### src/rtl/alu_pkg.sv
// Shared definitions for the ALU and its two-requester front end: widths,
// ALU_CTRL opcodes, controller states and the opcode legality test.
package alu_pkg;

  localparam int unsigned DATA_W = 16;
  localparam int unsigned OP_W   = 4;

  localparam logic [OP_W-1:0] OP_ADD = 4'b0010;
  localparam logic [OP_W-1:0] OP_SUB = 4'b1010;
  localparam logic [OP_W-1:0] OP_SLT = 4'b1011;

  typedef enum logic [1:0] {
    IDLE = 2'd0,
    EXEC = 2'd1,
    RESP = 2'd2
  } state_t;

  function automatic logic op_legal(input logic [OP_W-1:0] op);
    return (op == OP_ADD) || (op == OP_SUB) || (op == OP_SLT);
  endfunction

endpackage

### src/rtl/alu.sv
// 16-bit ALU: add/sub wrap modulo 2^16, slt is an unsigned compare.
// Any other control code yields 16'h0001.
module alu
  import alu_pkg::*;
(
  input  logic [OP_W-1:0]   alu_ctrl,
  input  logic [DATA_W-1:0] src1,
  input  logic [DATA_W-1:0] src2,
  output logic [DATA_W-1:0] result
);

  always_comb begin
    result = DATA_W'(1);
    case (alu_ctrl)
      OP_ADD:  result = src1 + src2;
      OP_SUB:  result = src1 - src2;
      OP_SLT:  result = (src1 < src2) ? DATA_W'(1) : '0;
      default: result = DATA_W'(1);
    endcase
  end

endmodule

### src/rtl/rr_arb2.sv
// Two-way round-robin arbiter. last_grant resets to 1 so requester 0 wins
// the first tie; it only moves when a grant is actually taken.
module rr_arb2 (
  input  logic       clk,
  input  logic       rst_n,
  input  logic [1:0] req,
  input  logic       advance,
  output logic [1:0] gnt
);

  logic last_grant;

  always_comb begin
    gnt = '0;
    case (req)
      2'b01:   gnt = 2'b01;
      2'b10:   gnt = 2'b10;
      2'b11:   gnt = last_grant ? 2'b01 : 2'b10;
      default: gnt = '0;
    endcase
  end

  always_ff @(posedge clk or negedge rst_n) begin
    if (!rst_n) begin
      last_grant <= 1'b1;
    end else if (advance && (gnt != 2'b00)) begin
      last_grant <= gnt[1];
    end
  end

endmodule

### src/rtl/alu_share_ctrl.sv
// Time-shares one ALU between two requesters: round-robin grant in IDLE,
// registered operands in EXEC, registered result held in RESP until accepted.
module alu_share_ctrl
  import alu_pkg::*;
#(
  parameter int unsigned DATA_W = 16,
  parameter int unsigned OP_W   = 4,
  parameter int unsigned CNT_W  = 16
) (
  input  logic              clk,
  input  logic              rst_n,
  input  logic              req0_valid,
  output logic              req0_ready,
  input  logic [OP_W-1:0]   req0_op,
  input  logic [DATA_W-1:0] req0_src1,
  input  logic [DATA_W-1:0] req0_src2,
  input  logic              req1_valid,
  output logic              req1_ready,
  input  logic [OP_W-1:0]   req1_op,
  input  logic [DATA_W-1:0] req1_src1,
  input  logic [DATA_W-1:0] req1_src2,
  output logic              resp0_valid,
  input  logic              resp0_ready,
  output logic              resp1_valid,
  input  logic              resp1_ready,
  output logic [DATA_W-1:0] resp_result,
  output logic              resp_err,
  output logic [CNT_W-1:0]  op_count
);

  state_t            state, state_nxt;
  logic [1:0]        gnt;
  logic              accept;
  logic              resp_accept;
  logic [OP_W-1:0]   op_q;
  logic [DATA_W-1:0] src1_q, src2_q;
  logic              id_q;
  logic [DATA_W-1:0] alu_out;

  rr_arb2 u_arb (
    .clk     (clk),
    .rst_n   (rst_n),
    .req     ({req1_valid, req0_valid}),
    .advance (accept),
    .gnt     (gnt)
  );

  alu u_alu (
    .alu_ctrl (op_q),
    .src1     (src1_q),
    .src2     (src2_q),
    .result   (alu_out)
  );

  // Readies are gated by rst_n so they read 0 for the whole reset pulse,
  // even though IDLE plus a valid request would otherwise produce a grant.
  always_comb begin
    state_nxt   = state;
    req0_ready  = 1'b0;
    req1_ready  = 1'b0;
    accept      = 1'b0;
    resp_accept = 1'b0;
    resp0_valid = 1'b0;
    resp1_valid = 1'b0;
    case (state)
      IDLE: begin
        req0_ready = gnt[0] & rst_n;
        req1_ready = gnt[1] & rst_n;
        accept     = (gnt != 2'b00) & rst_n;
        if (accept) state_nxt = EXEC;
      end
      EXEC: state_nxt = RESP;
      RESP: begin
        resp0_valid = ~id_q;
        resp1_valid = id_q;
        resp_accept = id_q ? resp1_ready : resp0_ready;
        if (resp_accept) state_nxt = IDLE;
      end
      default: state_nxt = IDLE;
    endcase
  end

  always_ff @(posedge clk or negedge rst_n) begin
    if (!rst_n) begin
      state       <= IDLE;
      op_q        <= '0;
      src1_q      <= '0;
      src2_q      <= '0;
      id_q        <= 1'b0;
      resp_result <= '0;
      resp_err    <= 1'b0;
      op_count    <= '0;
    end else begin
      state <= state_nxt;
      if (accept) begin
        op_q   <= gnt[1] ? req1_op   : req0_op;
        src1_q <= gnt[1] ? req1_src1 : req0_src1;
        src2_q <= gnt[1] ? req1_src2 : req0_src2;
        id_q   <= gnt[1];
      end
      if (state == EXEC) begin
        resp_result <= alu_out;
        resp_err    <= ~op_legal(op_q);
      end
      if (resp_accept && (op_count != '1)) begin
        op_count <= op_count + CNT_W'(1);
      end
    end
  end

endmodule

### config.mk
export PLATFORM = sky130hd
export DESIGN_NAME = alu_share_ctrl
export DESIGN_NICKNAME = d
export VERILOG_FILES = /design/src/rtl/alu_pkg.sv /design/src/rtl/alu.sv /design/src/rtl/rr_arb2.sv /design/src/rtl/alu_share_ctrl.sv
export SDC_FILE = /design/constraint.sdc
export NUM_CORES = 1
export LEC_CHECK = 0
export ABC_CLOCK_PERIOD_IN_PS = 3150
export CORE_ASPECT_RATIO = 1.4
export CORE_MARGIN = 5
export CORE_UTILIZATION = 45
export CTS_CLUSTER_DIAMETER = 80
export DETAILED_ROUTE_END_ITERATION = 8
export PLACE_DENSITY_LB_ADDON = 0.1
export SLEW_MARGIN = 10
export SYNTH_ARGS = -nofsm -noshare
export SYNTH_HDL_FRONTEND = slang
export SYNTH_HIERARCHICAL = 1
export SYNTH_SLANG_ARGS = --single-unit
### constraint.sdc
create_clock -name clk -period 3.15 [get_ports clk]
set_clock_uncertainty 0.15 [all_clocks]
set_input_delay 0.63 -clock clk [delete_from_list [all_inputs] [get_ports clk]]
set_output_delay 0.63 -clock clk [all_outputs]
set_load 0.005 [all_outputs]
Word level (Yosys, flattened, before mapping). Cells that the tools add are included.

Register bits: 73. Bits of input ports: 78. Word-level logic and storage cells: 53.

Add/sub/neg operators: 3. Magnitude comparators: 1. Equal/unequal tests: 11. Multiplexer cells: 17. Bitwise operators: 5. Reduce and logical (&&, ||, !) cells: 7.

Operators with widths (count): one-hot mux 16 bit (3 select lines) (1); 2-to-1 mux 16 bit (2); adder 16 x 1 -> 16 bit, second input constant (1); adder 16 bit (1); less-than comparator 16 bit (1); != test 16 bit, second input constant (1); subtractor 16 bit (1); one-hot mux 2 bit (3 select lines) (2); equality test 4 bit, second input constant (2); 2-to-1 mux 1 bit (8); equality test 2 bit, second input constant (3); 2-to-1 mux 2 bit (3); equality test 2 x 1 -> 1 bit, second input constant (2); equality test 4 x 2 -> 1 bit, second input constant (1); 2-to-1 mux 4 bit (1); != test 2 bit, second input constant (2); bitwise AND 1 bit (3); logical AND 1 bit (2); zero test 2 bit (1); logical OR 1 bit (2); NOT 1 bit (2); AND reduction 2 bit (1); nonzero test 2 bit (1).

Longest topological paths before layout.
Depth in word-level cells: 6. Gate-level depth with buffers: 10. Depth with buffers taken out: 10.

Hierarchy. The synthesis kept the hierarchy.

By module, submodules not included: alu_share_ctrl (times used 1, cells each 286, area an instance 3248.1 um^2); alu (times used 1, cells each 268, area an instance 1829.3 um^2); rr_arb2 (times used 1, cells each 6, area an instance 56.3 um^2).

Least setup slack after synthesis. Ideal clock, no wire load.

Kind: register to register. From: reg src1_q[0]. To: reg resp_result[0]. Library setup time: 125 ps. Arrival time: 2364 ps. Path slack: 511 ps. Stages on the path, launching flop included: 11. Path buffers: 0. Clock period less this slack: 2639 ps. Cells stage by stage: dfrtp_1 > inv_1 > ha_1 > fa_1 > nand2b_1 > a211oi_1 > nor4_1 > o31ai_1 > nor4b_1 > o21ai_1 > mux2_2.

Word-level cells in the longest chain between the ends: 3. Elaborated cells between the ends (all ways): 5. Those cells by class: add/sub: 2; order compare: 1; mux: 2.

Ends and longest elaborated chain: start: declaration (RTL line alu_share_ctrl.sv:36) `logic [DATA_W-1:0] src1_q, src2_q;`; start signal: assignment (RTL line alu_share_ctrl.sv:97) `src1_q <= gnt[1] ? req1_src1 : req0_src1;`; less-than comparator 16 bit (RTL line alu.sv:17) `OP_SLT: result = (src1 < src2) ? DATA_W'(1) : '0;`; 2-to-1 mux 1 bit (RTL line alu.sv:17); one-hot mux 16 bit (3 select lines) * (RTL line alu.sv:14) `case (alu_ctrl)`; named net alu_out[0] (RTL line alu_share_ctrl.sv:38) `logic [DATA_W-1:0] alu_out;`; end signal: assignment (RTL line alu_share_ctrl.sv:102) `resp_result <= alu_out;`; end: declaration (RTL line alu_share_ctrl.sv:26) `output logic [DATA_W-1:0] resp_result,`.

Mark *: on every way through the listed nets, which the timed path passes. The rest lies on a longest branch. A chain may end at the register's enable or synchronous reset.

Worst setup path after layout. Ends and elaborated chain as after synthesis.

==> impl_metrics.xml <==
<?xml version="1.0" encoding="UTF-8"?>
<metrics>
  <group name="outcome">
    <metric name="run_status" unit="">complete, no violations</metric>
  </group>
  <group name="pwr">
    <metric name="power_density" unit="nW/um^2">978</metric>
    <metric name="power.static_leakage" unit="uW">0.00305</metric>
    <metric name="vdd_ir_drop_max" unit="V">0.000388</metric>
    <metric name="post-layout-total-power" unit="uW">6600</metric>
  </group>
  <group name="worst_hold_path">
    <metric name="hold_class" unit="">in -&gt; async</metric>
  </group>
  <group name="timing">
    <metric name="rsz0062_at_grt" unit="">false</metric>
    <metric name="maxSlewViolCount" unit="">0</metric>
    <metric name="tns" unit="ns">0</metric>
    <metric name="min_period_over_period" unit="%">94.2</metric>
    <metric name="period_needed" unit="ns">2.97</metric>
    <metric name="hold_slack" unit="ns">0.173</metric>
    <metric name="timing.slew.headroom" unit="%">29.6</metric>
    <metric name="setup_violation_total_in_the_final_timing_report" unit="">0</metric>
    <metric name="final_hold_viol_count" unit="">0</metric>
    <metric name="timing_worst_slew_pin_value" unit="ns">1.06</metric>
    <metric name="max_freq" unit="MHz">337</metric>
    <metric name="fin_ws" unit="ns">0.183</metric>
  </group>
  <group name="clock_tree">
    <metric name="cts-buffers-inserted" unit="">9</metric>
    <metric name="root_buffer" unit="">clkbuf_16</metric>
    <metric name="path_clk_slew" unit="ns">0.06</metric>
    <metric name="h-tree-depth" unit="">3</metric>
    <metric name="tritoncts" unit="">built</metric>
    <metric name="maximum_root_to_sink_buffer_count" unit="">2</metric>
    <metric name="cts_hold_buf" unit="">0</metric>
    <metric name="clk-insertion-delay-late" unit="ns">0.34</metric>
    <metric name="post_cts.repair.setup_buffers" unit="">0</metric>
    <metric name="clock_sinks" unit="">73</metric>
  </group>
  <group name="logic_synthesis">
    <metric name="dominantRegCellSynth" unit="">dfrtp_1</metric>
    <metric name="post_synth_most_frequent_cells" unit="">dfrtp_1 (72), nand2_1 (63), o21ai_0 (56)</metric>
    <metric name="post-synth-top-area-cell" unit="">dfrtp_1</metric>
    <metric name="synth_edf_count" unit="">0</metric>
    <metric name="ys_async_sr_fraction" unit="%">100</metric>
    <metric name="yosys.cell_count.top_type" unit="">dfrtp_1</metric>
    <metric name="synth.area.top_cells" unit="">dfrtp_1 (35%), mux2i_1 (8.4%), ha_1 (7.8%)</metric>
    <metric name="synth.ff_latch_count" unit="">73</metric>
    <metric name="synth_sequential_area_ratio" unit="%">35.6</metric>
    <metric name="post_synth.cell_area_avg" unit="um^2">9.17</metric>
    <metric name="synth_fp_nets" unit="">672</metric>
    <metric name="synth_cell_types" unit="">74</metric>
    <metric name="syn_area" unit="um^2">5130</metric>
    <metric name="netlist.area_leader.share" unit="%">35.1</metric>
    <metric name="synth-warning-count" unit="">6</metric>
    <metric name="postSynthCellCount" unit="">560</metric>
  </group>
  <group name="floorplan">
    <metric name="die_area" unit="um^2">13700</metric>
    <metric name="core" unit="um^2">11300</metric>
    <metric name="core.rowCount" unit="">46</metric>
    <metric name="pin_count" unit="">115</metric>
    <metric name="die_width" unit="um">100</metric>
    <metric name="die_h" unit="um">136</metric>
    <metric name="floorplan.initialDensity" unit="%">45.5</metric>
  </group>
  <group name="routing">
    <metric name="drt_pass1_iterations" unit="">6</metric>
    <metric name="initialDrtViolationCount" unit="">155</metric>
    <metric name="routed_wire_length_per_instance" unit="um">16.4</metric>
    <metric name="route.detailed.drc" unit="">0</metric>
    <metric name="vias" unit="">4493</metric>
    <metric name="postRouteWirelength" unit="um">13400</metric>
    <metric name="drtAntennaViolNets" unit="">0</metric>
    <metric name="via_count_normalized_by_instance_count" unit="">5.50</metric>
  </group>
  <group name="placed_design">
    <metric name="globalplace.congestion" unit="">0.862</metric>
    <metric name="io_buffers" unit="">114</metric>
    <metric name="detailed_place_hpwl" unit="um">10400</metric>
    <metric name="pre_cts_slack" unit="ns">0.103</metric>
  </group>
  <group name="grt">
    <metric name="first_pass_grt_wire_length" unit="um">21800</metric>
    <metric name="grt_usage" unit="%">20.1</metric>
    <metric name="number_of_antenna_violations_at_the_first_check_in_global_routing" unit="">0</metric>
    <metric name="grt_start_max_net_pins" unit="">74</metric>
    <metric name="via_count_of_the_first_global_routing_pass" unit="">4451</metric>
    <metric name="grt_remaining_overflow" unit="">0</metric>
  </group>
  <group name="worst_setup_path">
    <metric name="cp_num_buf_inv" unit="">1</metric>
    <metric name="ordered_cell_list_for_the_critical_path" unit="">inv_1 -&gt; ha_1 -&gt; fa_1 -&gt; nand2b_1 -&gt; a211oi_2 -&gt; nor4_1 -&gt; o31ai_1 -&gt; nor4b_1 -&gt; o21ai_1 -&gt; mux2_2</metric>
    <metric name="path_max_fanout" unit="">3</metric>
    <metric name="timing.critical_path.slowest_stage_cell" unit="">fa_1</metric>
    <metric name="start_kind" unit="">flop</metric>
    <metric name="critPathKind" unit="">reg -&gt; reg</metric>
    <metric name="timing.critical_path.to_type" unit="">flop</metric>
    <metric name="critical-path-max-stage-delay" unit="ns">0.41</metric>
    <metric name="critical_path_required" unit="ns">3.22</metric>
    <metric name="crit_family" unit="">compound AO/OA/AOI/OAI gates</metric>
    <metric name="worst-endpoint-arrival" unit="ns">3.04</metric>
    <metric name="timing.reg2reg.setup_slack" unit="ns">0.18</metric>
  </group>
  <group name="final_layout">
    <metric name="utilization" unit="%">59.8</metric>
    <metric name="antenna_cells_inserted" unit="">0</metric>
    <metric name="seq_cell_area" unit="um^2">1830</metric>
    <metric name="layout.filler_cells" unit="">1035</metric>
    <metric name="syn2layout_area_growth" unit="%">31.5</metric>
    <metric name="drive_gt1_share" unit="%">10.3</metric>
    <metric name="area_used_by_multi_input_combinational_logic" unit="um^2">3070</metric>
    <metric name="nNetsFinal" unit="">780</metric>
  </group>
  <group name="job">
    <metric name="timing.max_cap.violations" unit="">0</metric>
  </group>
</metrics>
==> flip-flops by register name, indices dropped and copies added, names as in the netlist <==
| signal | cells |
|---|---|
| src2_q | 16 |
| op_q | 4 |
| state | 2 |
| resp_err | 1 |
| src1_q | 16 |
| op_count | 16 |
| resp_result | 16 |
| id_q | 1 |
| u_arb/last_grant | 1 |
==> cells by family (layout without fill, tap and decap cells) <==
kind of cell	after synthesis	after routing	share of synthesized area, %
mux	62	62	12.6
buf+inv	62	175	5.12
simple gates	170	170	17.8
fa+ha+maj	34	34	8.58
compound gates	144	144	17.7
flops	73	73	35.6
xor+xnor	15	15	2.56
==> per-stage QoR <==
step / instances / cell area (um^2)
after floorplan: 560 / 5130
after global placement: 801 / 6430
after detailed placement: 801 / 6430
after CTS: 817 / 6750
after global routing: 817 / 6750
final: 817 / 6750
==> cell type report <==
class                           instances  area share, %
Sequential cell                        73           27.1
Multi-Input combinational cell        425           45.5
Timing Repair Buffer                  123           18.1
Clock inverter                          7           1.37
Inverter                               36           2.00
Tap cell                              144           2.67
Clock buffer                            9           3.34
==> report_power, final <==
part / internal [uW] / switching, uW
Sequential: 1300 / 314
Combinational: 1750 / 2130
Clock: 693 / 412
==> final timing paths <==
check	startpoint	to	cells after the start
worst min register to register	src2_q[15]	src2_q[15]	2
min in group clk	src2_q[15]	src2_q[15]	2
worst max-delay path	src1_q[0]	resp_result[0]	10
worst max register to register	src1_q[0]	resp_result[0]	10
max in group asynchronous	rst_n	op_count[8]	3
worst min-delay path	rst_n	resp_result[2]	2
==> routing by layer <==
layer | up-vias | global-route usage (%) | routed length, um | share of wire [%]
li1 | 2220 | - | - | -
met1 | 2111 | 25.2 | 5610 | 42
met2 | 147 | 33.9 | 6790 | 51
met3 | 15 | 4.98 | 802 | 6.0
met4 | 0 | 6.07 | 205 | 1.5
met5 | - | 0 | 0 | 0
==> cell usage in the layout (no fill, tap or decap), drive strengths merged, types with 3 or more instances in the layout <==
master,instances
o31ai,5
nor3,8
inv,37
dfrtp,72
a21boi,4
buf,10
clkbuf,9
o21a,5
a211o,3
o211ai,6
xor2,11
nor4b,3
nor4,9
nand3,8
nor2,30
mux2i,43
clkdlybuf4s50,113
mux2,19
o31a,4
a31oi,4
nand2,64
ha,32
xnor2,4
nor2b,8
nand2b,8
nand4,8
a211oi,7
a21oi,27
o21ai,60
clkinv,4
nor3b,7
and2,3
==> repair_timing <==
action,CTS,global route
hold endpoints to repair,0,0
gates resized for setup,0,1
endpoints found under the setup margin,0,1
(Power assumes the default switching activity.)
